## src/rtl/vanilla_sb_latency_monitor.sv

```systemverilog
// Measures per-register scoreboard latency (issue to clear) for int and float files and queues records.
// Define VANILLA_SB_LATENCY_MONITOR_ASSERT_EN to report protocol violations with $error.
module vanilla_sb_latency_monitor #(
    parameter int reg_els_p       = 32,
    parameter int latency_width_p = 16,
    parameter int fifo_els_p      = 4
) (
    input  logic                       clk_i,
    input  logic                       reset_i,
    input  logic                       int_issue_v_i,
    input  logic [4:0]                 int_issue_id_i,
    input  logic                       float_issue_v_i,
    input  logic [4:0]                 float_issue_id_i,
    input  logic                       int_sb_clear_i,
    input  logic [4:0]                 int_sb_clear_id_i,
    input  logic                       float_sb_clear_i,
    input  logic [4:0]                 float_sb_clear_id_i,
    output logic                       rec_v_o,
    input  logic                       rec_ready_i,
    output logic                       rec_is_float_o,
    output logic [4:0]                 rec_id_o,
    output logic [latency_width_p-1:0] rec_latency_o,
    output logic [latency_width_p-1:0] drop_count_o,
    output logic [latency_width_p-1:0] err_count_o
);

    localparam int ptr_w_lp = $clog2(fifo_els_p);
    localparam int rec_w_lp = 1 + 5 + latency_width_p;
    localparam logic [ptr_w_lp:0] depth_lp = fifo_els_p[ptr_w_lp:0];

    typedef logic [latency_width_p-1:0] lat_t;

    function automatic lat_t sat_add(input lat_t a, input logic [2:0] inc);
        logic [latency_width_p:0] sum;
        sum = {1'b0, a} + {{(latency_width_p-2){1'b0}}, inc};
        return sum[latency_width_p] ? '1 : sum[latency_width_p-1:0];
    endfunction

    logic [reg_els_p-1:0] int_out_q, float_out_q;
    lat_t                 int_cnt_q   [reg_els_p];
    lat_t                 float_cnt_q [reg_els_p];
    logic [rec_w_lp-1:0]  mem_q       [fifo_els_p];
    logic [ptr_w_lp:0]    wptr_q, rptr_q, used, free;
    lat_t                 drop_count_q, err_count_q;

    logic int_clr_hit, int_clr_err, int_iss_err;
    logic float_clr_hit, float_clr_err, float_iss_err;
    logic pop, int_push, float_push;
    logic [1:0] push_n;
    logic [2:0] drop_inc, err_inc;
    logic [ptr_w_lp-1:0] wr_idx_int, wr_idx_float;
    logic [rec_w_lp-1:0] int_rec, float_rec;

    assign int_clr_hit   = int_sb_clear_i & int_out_q[int_sb_clear_id_i];
    assign int_clr_err   = int_sb_clear_i & ~int_out_q[int_sb_clear_id_i];
    assign int_iss_err   = int_issue_v_i & int_out_q[int_issue_id_i]
                         & ~(int_sb_clear_i && (int_sb_clear_id_i == int_issue_id_i));
    assign float_clr_hit = float_sb_clear_i & float_out_q[float_sb_clear_id_i];
    assign float_clr_err = float_sb_clear_i & ~float_out_q[float_sb_clear_id_i];
    assign float_iss_err = float_issue_v_i & float_out_q[float_issue_id_i]
                         & ~(float_sb_clear_i && (float_sb_clear_id_i == float_issue_id_i));

    // A pop this cycle frees a slot for this cycle's pushes; int claims space before float.
    assign rec_v_o    = (wptr_q != rptr_q);
    assign pop        = rec_v_o & rec_ready_i;
    assign used       = wptr_q - rptr_q;
    assign free       = depth_lp - used + {{ptr_w_lp{1'b0}}, pop};
    assign int_push   = int_clr_hit & (free != '0);
    assign float_push = float_clr_hit & (free > {{ptr_w_lp{1'b0}}, int_push});
    assign push_n     = {1'b0, int_push} + {1'b0, float_push};

    assign drop_inc = {2'b0, int_clr_hit & ~int_push} + {2'b0, float_clr_hit & ~float_push};
    assign err_inc  = {2'b0, int_clr_err} + {2'b0, int_iss_err}
                    + {2'b0, float_clr_err} + {2'b0, float_iss_err};

    assign int_rec      = {1'b0, int_sb_clear_id_i, int_cnt_q[int_sb_clear_id_i]};
    assign float_rec    = {1'b1, float_sb_clear_id_i, float_cnt_q[float_sb_clear_id_i]};
    assign wr_idx_int   = wptr_q[ptr_w_lp-1:0];
    assign wr_idx_float = wptr_q[ptr_w_lp-1:0] + {{(ptr_w_lp-1){1'b0}}, int_push};

    always_ff @(posedge clk_i) begin
        if (reset_i) begin
            int_out_q    <= '0;
            float_out_q  <= '0;
            for (int r = 0; r < reg_els_p; r++) begin
                int_cnt_q[r]   <= '0;
                float_cnt_q[r] <= '0;
            end
            wptr_q       <= '0;
            rptr_q       <= '0;
            drop_count_q <= '0;
            err_count_q  <= '0;
        end else begin
            // Issue restarts tracking even when the same register is being cleared.
            for (int r = 0; r < reg_els_p; r++) begin
                if (int_issue_v_i && (int_issue_id_i == 5'(r))) begin
                    int_out_q[r] <= 1'b1;
                    int_cnt_q[r] <= lat_t'(1);
                end else if (int_clr_hit && (int_sb_clear_id_i == 5'(r))) begin
                    int_out_q[r] <= 1'b0;
                end else if (int_out_q[r]) begin
                    int_cnt_q[r] <= sat_add(int_cnt_q[r], 3'd1);
                end
                if (float_issue_v_i && (float_issue_id_i == 5'(r))) begin
                    float_out_q[r] <= 1'b1;
                    float_cnt_q[r] <= lat_t'(1);
                end else if (float_clr_hit && (float_sb_clear_id_i == 5'(r))) begin
                    float_out_q[r] <= 1'b0;
                end else if (float_out_q[r]) begin
                    float_cnt_q[r] <= sat_add(float_cnt_q[r], 3'd1);
                end
            end
            wptr_q       <= wptr_q + (ptr_w_lp+1)'(push_n);
            rptr_q       <= rptr_q + (ptr_w_lp+1)'(pop);
            drop_count_q <= sat_add(drop_count_q, drop_inc);
            err_count_q  <= sat_add(err_count_q, err_inc);
        end
    end

    // Record storage carries no reset; pointers alone decide what is valid.
    always_ff @(posedge clk_i) begin
        if (int_push)   mem_q[wr_idx_int]   <= int_rec;
        if (float_push) mem_q[wr_idx_float] <= float_rec;
    end

    assign {rec_is_float_o, rec_id_o, rec_latency_o} = mem_q[rptr_q[ptr_w_lp-1:0]];
    assign drop_count_o = drop_count_q;
    assign err_count_o  = err_count_q;

`ifdef VANILLA_SB_LATENCY_MONITOR_ASSERT_EN
    always_ff @(posedge clk_i) begin
        if (!reset_i) begin
            if (int_clr_err)
                $error("%0t %s: int clear of non-outstanding register %0d", $time, `__FILE__, int_sb_clear_id_i);
            if (int_iss_err)
                $error("%0t %s: int issue to outstanding register %0d", $time, `__FILE__, int_issue_id_i);
            if (float_clr_err)
                $error("%0t %s: float clear of non-outstanding register %0d", $time, `__FILE__, float_sb_clear_id_i);
            if (float_iss_err)
                $error("%0t %s: float issue to outstanding register %0d", $time, `__FILE__, float_issue_id_i);
        end
    end
`else
    // Violations are only counted in err_count_o.
`endif

endmodule

```

## config.mk

```make
export PLATFORM = sky130hd
export DESIGN_NAME = vanilla_sb_latency_monitor
export DESIGN_NICKNAME = d
export VERILOG_FILES = /design/src/rtl/vanilla_sb_latency_monitor.sv
export SDC_FILE = /design/constraint.sdc
export NUM_CORES = 2
export LEC_CHECK = 0
export CAP_MARGIN = 5
export CORE_ASPECT_RATIO = 0.7
export CORE_MARGIN = 5
export CORE_UTILIZATION = 40
export CTS_CLUSTER_DIAMETER = 100
export CTS_CLUSTER_SIZE = 25
export DETAILED_ROUTE_END_ITERATION = 7
export DONT_BUFFER_PORTS = 1
export PLACE_DENSITY = 0.6
export SLEW_MARGIN = 20
export SYNTH_ARGS = -nofsm -noshare
export SYNTH_HDL_FRONTEND = slang
export SYNTH_SLANG_ARGS = --single-unit
```

## constraint.sdc

```tcl
create_clock -name clk_i -period 14.7 [get_ports clk_i]
set_input_delay 2.94 -clock clk_i [delete_from_list [all_inputs] [get_ports clk_i]]
set_output_delay 2.94 -clock clk_i [all_outputs]
set_load 0.01 [all_outputs]
```

# Word level (Yosys, flattened, before mapping)
# Memories as Yosys holds them, arrays and structs flattened. A register that Yosys moved wholly into a read port is not among the register bits.
# Index checks and enable logic that the tools add are counted.
[classes]
shifts = 0
order_cmp = 5
bitwise = 147
n_mux = 849
eq_ne = 127
n_mul = 0
div_mod_pow = 0
add_sub_neg = 77
reduce_logical = 199
[ops]
columns = ["op", "count"]
rows = [
  ["16-bit two-way mux", 194],
  ["16-bit by 1-bit adder with 17-bit output (second input constant)", 64],
  ["1-bit two-way mux", 650],
  ["5-bit == test (second input constant)", 64],
  ["5-bit by 4-bit == test with 1-bit output (second input constant)", 32],
  ["1-bit logical AND", 130],
  ["1-bit bitwise OR", 128],
  ["2-bit nonzero test", 64],
  ["5-bit by 3-bit == test with 1-bit output (second input constant)", 16],
  ["5-bit by 2-bit == test with 1-bit output (second input constant)", 8],
  ["5-bit by 6-bit < comparator with 1-bit output (second input constant)", 4],
  ["1-bit binary-select mux with 5-bit select", 4],
  ["5-bit by 1-bit == test with 1-bit output (second input constant)", 4],
  ["5-bit zero test", 4],
  ["16-bit by 2-bit adder with 17-bit output", 1],
  ["16-bit by 3-bit adder with 17-bit output", 1],
  ["1-bit bitwise AND", 13],
  ["5-bit == test", 2],
  ["3-bit by 1-bit adder with 3-bit output", 3],
  ["1-bit by 1-bit adder with 2-bit output", 3],
  ["1-bit inverter", 6],
  ["2-bit by 1-bit adder with 3-bit output", 1],
  ["3-bit by 2-bit adder with 3-bit output", 1],
  ["3-bit by 1-bit greater-than comparator with 1-bit output", 1],
  ["other kinds (6)", 6],
]
[totals]
elab_cells = 1475
inputBits = 27
out_inout_bits = 55
latch_bits = 0
memories = 3
register_bits = 102
ram_bits = 1112
mem_bits_ro = 0
[memory_table]
columns = ["name", "depth", "word_bits", "read_ports", "rd_clocked_by_memory_dff", "write_ports", "line", "text"]
rows = [
  ["float_cnt_q", 32, 16, 33, 0, 32, "41", "lat_t float_cnt_q [reg_els_p];"],
  ["int_cnt_q", 32, 16, 33, 0, 32, "40", "lat_t int_cnt_q [reg_els_p];"],
  ["mem_q", 4, 22, 1, 1, 2, "42", "logic [rec_w_lp-1:0] mem_q [fifo_els_p];"],
]

# Longest topological paths before layout
[logic_depth]
word_depth = 12
mapped_depth = 25
depth_no_buf = 23

# Least setup slack after synthesis
# Ideal clock, no wire load.
[synth_path]
path_type = "input to register"
start = "input int_sb_clear_id_i[1]"
end = "register drop_count_q[10], in the netlist drop_count_o[10]"
t_arrival_ns = 7.519
path_slack_ns = 7.048
required_ns = 14.567
setup_ns = 0.133
n_path_buf = 8
path_stages = 22
path_cell_list = "buf_6 buf_8 mux2i_1 mux4_2 a22oi_2 nand3_2 buf_2 buf_2 buf_2 nor3b_1 ha_1 o21ai_1 clkbuf_1 nor2_1 fa_1 nand4_1 nor2_1 and4_1 clkbuf_1 nand3_1 clkbuf_1 a21oi_1"
[synth_between]
elab_chain_cells = 11
elab_cells_between_ends = 13
classes_between = "add/sub (2); order compare (1); mux (3); bitwise (7)"
[synth_rtl]
columns = ["element", "line", "text"]
rows = [
  ["from (decl)", "15", "input logic [4:0] int_sb_clear_id_i,"],
  ["1-bit binary-select mux with 5-bit select *", "54", "assign int_clr_hit = int_sb_clear_i & int_out_q[int_sb_clear_id_i];"],
  ["1-bit two-way mux (not written as such) *", "54", ""],
  ["1-bit bitwise AND *", "54", ""],
  ["1-bit bitwise AND", "68", "assign int_push = int_clr_hit & (free != '0);"],
  ["3-bit by 1-bit greater-than comparator with 1-bit output", "69", "assign float_push = float_clr_hit & (free > {{ptr_w_lp{1'b0}}, int_push});"],
  ["1-bit bitwise AND", "69", ""],
  ["1-bit inverter", "72", "assign drop_inc = {2'b0, int_clr_hit & ~int_push} + {2'b0, float_clr_hit & ~float_push};"],
  ["1-bit bitwise AND", "72", ""],
  ["1-bit by 1-bit adder with 2-bit output *", "72", ""],
  ["16-bit by 2-bit adder with 17-bit output *", "35", "sum = {1'b0, a} + {{(latency_width_p-2){1'b0}}, inc};"],
  ["16-bit two-way mux *", "36", "return sum[latency_width_p] ? '1 : sum[latency_width_p-1:0];"],
  ["to (signal assigned)", "115", "drop_count_q <= sat_add(drop_count_q, drop_inc);"],
  ["to (decl)", "44", "lat_t drop_count_q, err_count_q;"],
]
# Mark *: on every way between the ends. The rest lies on a longest branch, timed or not. The select of a mux whose other input is x is not followed.
# A chain may end at the register's enable or synchronous reset.

# Worst setup path in the final report
[layout_path]
start = "input int_sb_clear_id_i[1]"
end = "register err_count_q[1], in the netlist err_count_o[1]"
[layout_between]
elab_chain_cells = 9
elab_cells_between_ends = 13
classes_between = "add/sub (4); eq/ne (1); mux (3); bitwise (4); reduce/logical (1)"
[layout_rtl]
columns = ["element", "line", "text"]
rows = [
  ["1-bit binary-select mux with 5-bit select or 5-bit == test (tied branches)", "55, 57", ""],
  ["1-bit two-way mux (not written as such) or 1-bit logical AND (tied branches)", "55, 57", ""],
  ["1-bit inverter (on tied branches)", "55, 57", ""],
  ["1-bit bitwise AND (on tied branches)", "55, 57", ""],
  ["1-bit by 1-bit adder with 2-bit output *", "73", "assign err_inc = {2'b0, int_clr_err} + {2'b0, int_iss_err}"],
  ["2-bit by 1-bit adder with 3-bit output *", "74", "+ {2'b0, float_clr_err} + {2'b0, float_iss_err};"],
  ["3-bit by 1-bit adder with 3-bit output *", "74", ""],
  ["16-bit by 3-bit adder with 17-bit output *", "35", ""],
  ["16-bit two-way mux *", "36", ""],
  ["to (signal assigned)", "116", "err_count_q <= sat_add(err_count_q, err_inc);"],
  ["to (decl)", "44", ""],
]
# Marked as above.

==> impl_metrics.env <==
export IMPL_status="complete, no violations"
export IMPL_drc=0
export IMPL_first_pass_iters=6
export IMPL_cts_root_buffer_cell="clkbuf_16"
export IMPL_overflow=0
export IMPL_worst_pin_slew_ns=1.145
export IMPL_postCtsSetupRepairBufs=0
export IMPL_hold_viol_final=0
export IMPL_p_total_mw=7.241
export IMPL_h_tree_depth=2
export IMPL_postCtsResizedCells=0
export IMPL_die_w_um=527.9
export IMPL_final_area_um2=78890
export IMPL_path_common_cell="fa_1"
export IMPL_hpwl_mm=163.2
export IMPL_cp_end_kind="flop"
export IMPL_ys_flop_type="edfxtp_1"
export IMPL_required_ns=15.35
export IMPL_grt_pass1_wl_mm=328.0
export IMPL_avgViaCountPerCell=6.128
export IMPL_netlist_top_cells_count="edfxtp_1, nor2_1, a21oi_1"
export IMPL_cts_hold_buf=0
export IMPL_fp_coreArea_um2=187200
export IMPL_critPathArrivalTime_ns=8.93
export IMPL_yosysMostFrequentCell="edfxtp_1"
export IMPL_port_buffers=0
export IMPL_min_period_ns=8.280
export IMPL_netlist_instances=6822
export IMPL_setup_viol=0
export IMPL_critical_path_max_fanout=142
export IMPL_ys_top_cells_by_area="edfxtp_1, mux4_2, a21oi_1, xnor2_1, nor2_1"
export IMPL_gp_congestion=0.9191
export IMPL_fmax_mhz=120.8
export IMPL_cts_sinks=1214
export IMPL_initial_core_util_pct=40.11
export IMPL_cts_reportedPaths_clkPinSlew_ns=0.10
export IMPL_wl_per_cell_um=23.97
export IMPL_max_cap_violations=0
export IMPL_rsz0062_at_grt="no"
export IMPL_drt_wl_total_mm=219.1
export IMPL_max_stage_delay_ns=0.82
export IMPL_gr_usage_all_layers_pct=21.49
export IMPL_yosysWarnings=0
export IMPL_power_leakage_nw=25.58
export IMPL_cpMaxStageDelayCell="buf_4"
export IMPL_clk_latency_ns=0.76
export IMPL_critical_path_class="in2reg"
export IMPL_synth_top_cell_by_area="edfxtp_1"
export IMPL_synth_enable_flop_cells=1108
export IMPL_syn_nets=6929
export IMPL_hold_class="reg2reg"
export IMPL_start_kind="input pin"
export IMPL_finClkSkew_ns=0.07815
export IMPL_yosysSeqAreaShare_pct=47.13
export IMPL_cts_tree="built"
export IMPL_p_per_area_nw_per_um2=91.79
export IMPL_path_cells="nand2b_1 > o22ai_1 > o21ai_0 > nand3_4 > buf_4 > buf_4 > nand2_1 > fa_1 > fa_1 > inv_1 > fa_1 > nand3_1 > or3_1 > a21oi_1"
export IMPL_synthesis_area_um2=75100
export IMPL_ir_drop_uv=96.91
export IMPL_yosysTopAreaCellShare_pct=44.30
export IMPL_synth_distinct_cells=78
export IMPL_worst_path_buf_inv=3
export IMPL_drtAntennaViolNets=0
export IMPL_async_reset_ff_share_pct=0
export IMPL_synth_seq_cells=1214
export IMPL_grt_max_degree=176
export IMPL_max_slew_margin_rel_pct=23.70
export IMPL_clk_path_buf_depth=3
export IMPL_die_h_um=372.5
export IMPL_cp_top_family="simple AND/OR/NAND/NOR gates"
export IMPL_grt_antenna_before_repair=9
export IMPL_syn_avg_cell_area_um2=11.01
export IMPL_area_growth_pct=5.055
export IMPL_placed_cell_area_um2=77030
export IMPL_fillers=17540
export IMPL_cts_buffers=57
export IMPL_drt_initial_drc_count=7848
export IMPL_finalSetupTns_ns=0
export IMPL_slew_violations=0
export IMPL_num_io_pins=82
export IMPL_hold_ws_ns=0.4753
export IMPL_final_nets=6696
export IMPL_die_area_um2=196700
export IMPL_layout_drive_gt1_share_pct=10.76
export IMPL_finalCritPeriodShare_pct=56.33
export IMPL_row_count=133
export IMPL_vias=56000
export IMPL_grt_pass1_vias=50200
## metrics by stage
step / setup slack, ns / util [%] / cells
global route: 6.206 / 42.14 / 9136
CTS: 6.694 / 42.10 / 9135
floorplan: 7.048 / - / 6822
finish: 6.420 / 42.14 / 9138
global placement: 5.959 / 41.15 / 9027
detailed placement: 5.906 / 41.15 / 9027
## cells in the final DEF, fill, tap and decap left out, types with 59 or more instances in the layout
master and n:
nor3_1 193, a21oi_1 768, nand3_1 475, nor2_1 788, ha_1 74, and3_1 159
a31oi_1 73, dfxtp_1 105, xor2_1 319, nand4_1 157, nand2_1 505, mux2i_1 92
clkbuf_16 59, mux4_2 368, xnor2_1 364, and4_1 85, mux2_2 103, inv_1 131
edfxtp_1 1108
## worst paths after layout
kind,to,slack [ns],cells after the start,from
min,mem_q[0][21]$_SDFFE_PP1P_,0.48,1,mem_q[0][21]$_SDFFE_PP1P_
min reg2reg,mem_q[0][21]$_SDFFE_PP1P_,0.48,1,mem_q[0][21]$_SDFFE_PP1P_
max reg2reg,mem_q[0][17]$_DFFE_PP_,7.95,17,rptr_q[0]$_SDFF_PP0_
max,err_count_o[1]$_SDFF_PP0_,6.42,14,int_sb_clear_id_i[1]
## layout make-up
cell class | count | area, um^2 | area share, %
multi-input cells | 5136 | 37740 | 47.83
flip-flops and latches | 1214 | 35400 | 44.86
well taps | 2497 | 3124 | 3.960
clock buffers | 98 | 1633 | 2.070
inverters | 135 | 506.7 | 0.6423
repair buffers | 45 | 337.8 | 0.4282
clock inverters | 10 | 153.9 | 0.1951
diodes | 3 | 7.507 | 0.009516
## report_power, final
group,switching [mW],internal [mW]
logic,0.638,0.399
clock network,1.21,0.799
registers,0.235,3.96
total,2.08,5.16
## state kept, by name, indices dropped and copies added, names as in the netlist
signal,flops
err_count_o,16
rptr_q,3
drop_count_o,16
int_out_q,32
float_cnt_q,512
int_cnt_q,512
float_out_q,32
mem_q,88
wptr_q,3
## per-layer routing
| layer | GRT usage [%] | up-vias | routed length (um) | part of all wire [%] |
|---|---|---|---|---|
| met3 | 6.029 | 191 | 27070 | 12 |
| met2 | 27.24 | 2583 | 83110 | 38 |
| li1 | - | 25220 | - | - |
| met1 | 35.26 | 28010 | 103900 | 47 |
| met5 | 0 | - | 13 | 0.0059 |
| met4 | 4.675 | 2 | 5021 | 2.3 |
## kinds of logic (layout without fill, tap and decap cells)
group | count (synthesis) | in the layout | synth area share, %
XOR/XNOR | 683 | 683 | 7.966
AND/OR/NAND/NOR | 2687 | 2687 | 17.54
buffers and inverters | 472 | 288 | 2.797
adder cells (fa/ha/maj) | 80 | 80 | 1.393
multiplexers | 567 | 567 | 13.87
other | 0 | 3 | 0
flip-flops | 1214 | 1214 | 47.13
AO/OA/AOI/OAI | 1119 | 1119 | 9.303
No activity file was read; power rests on OpenSTA's default activity.
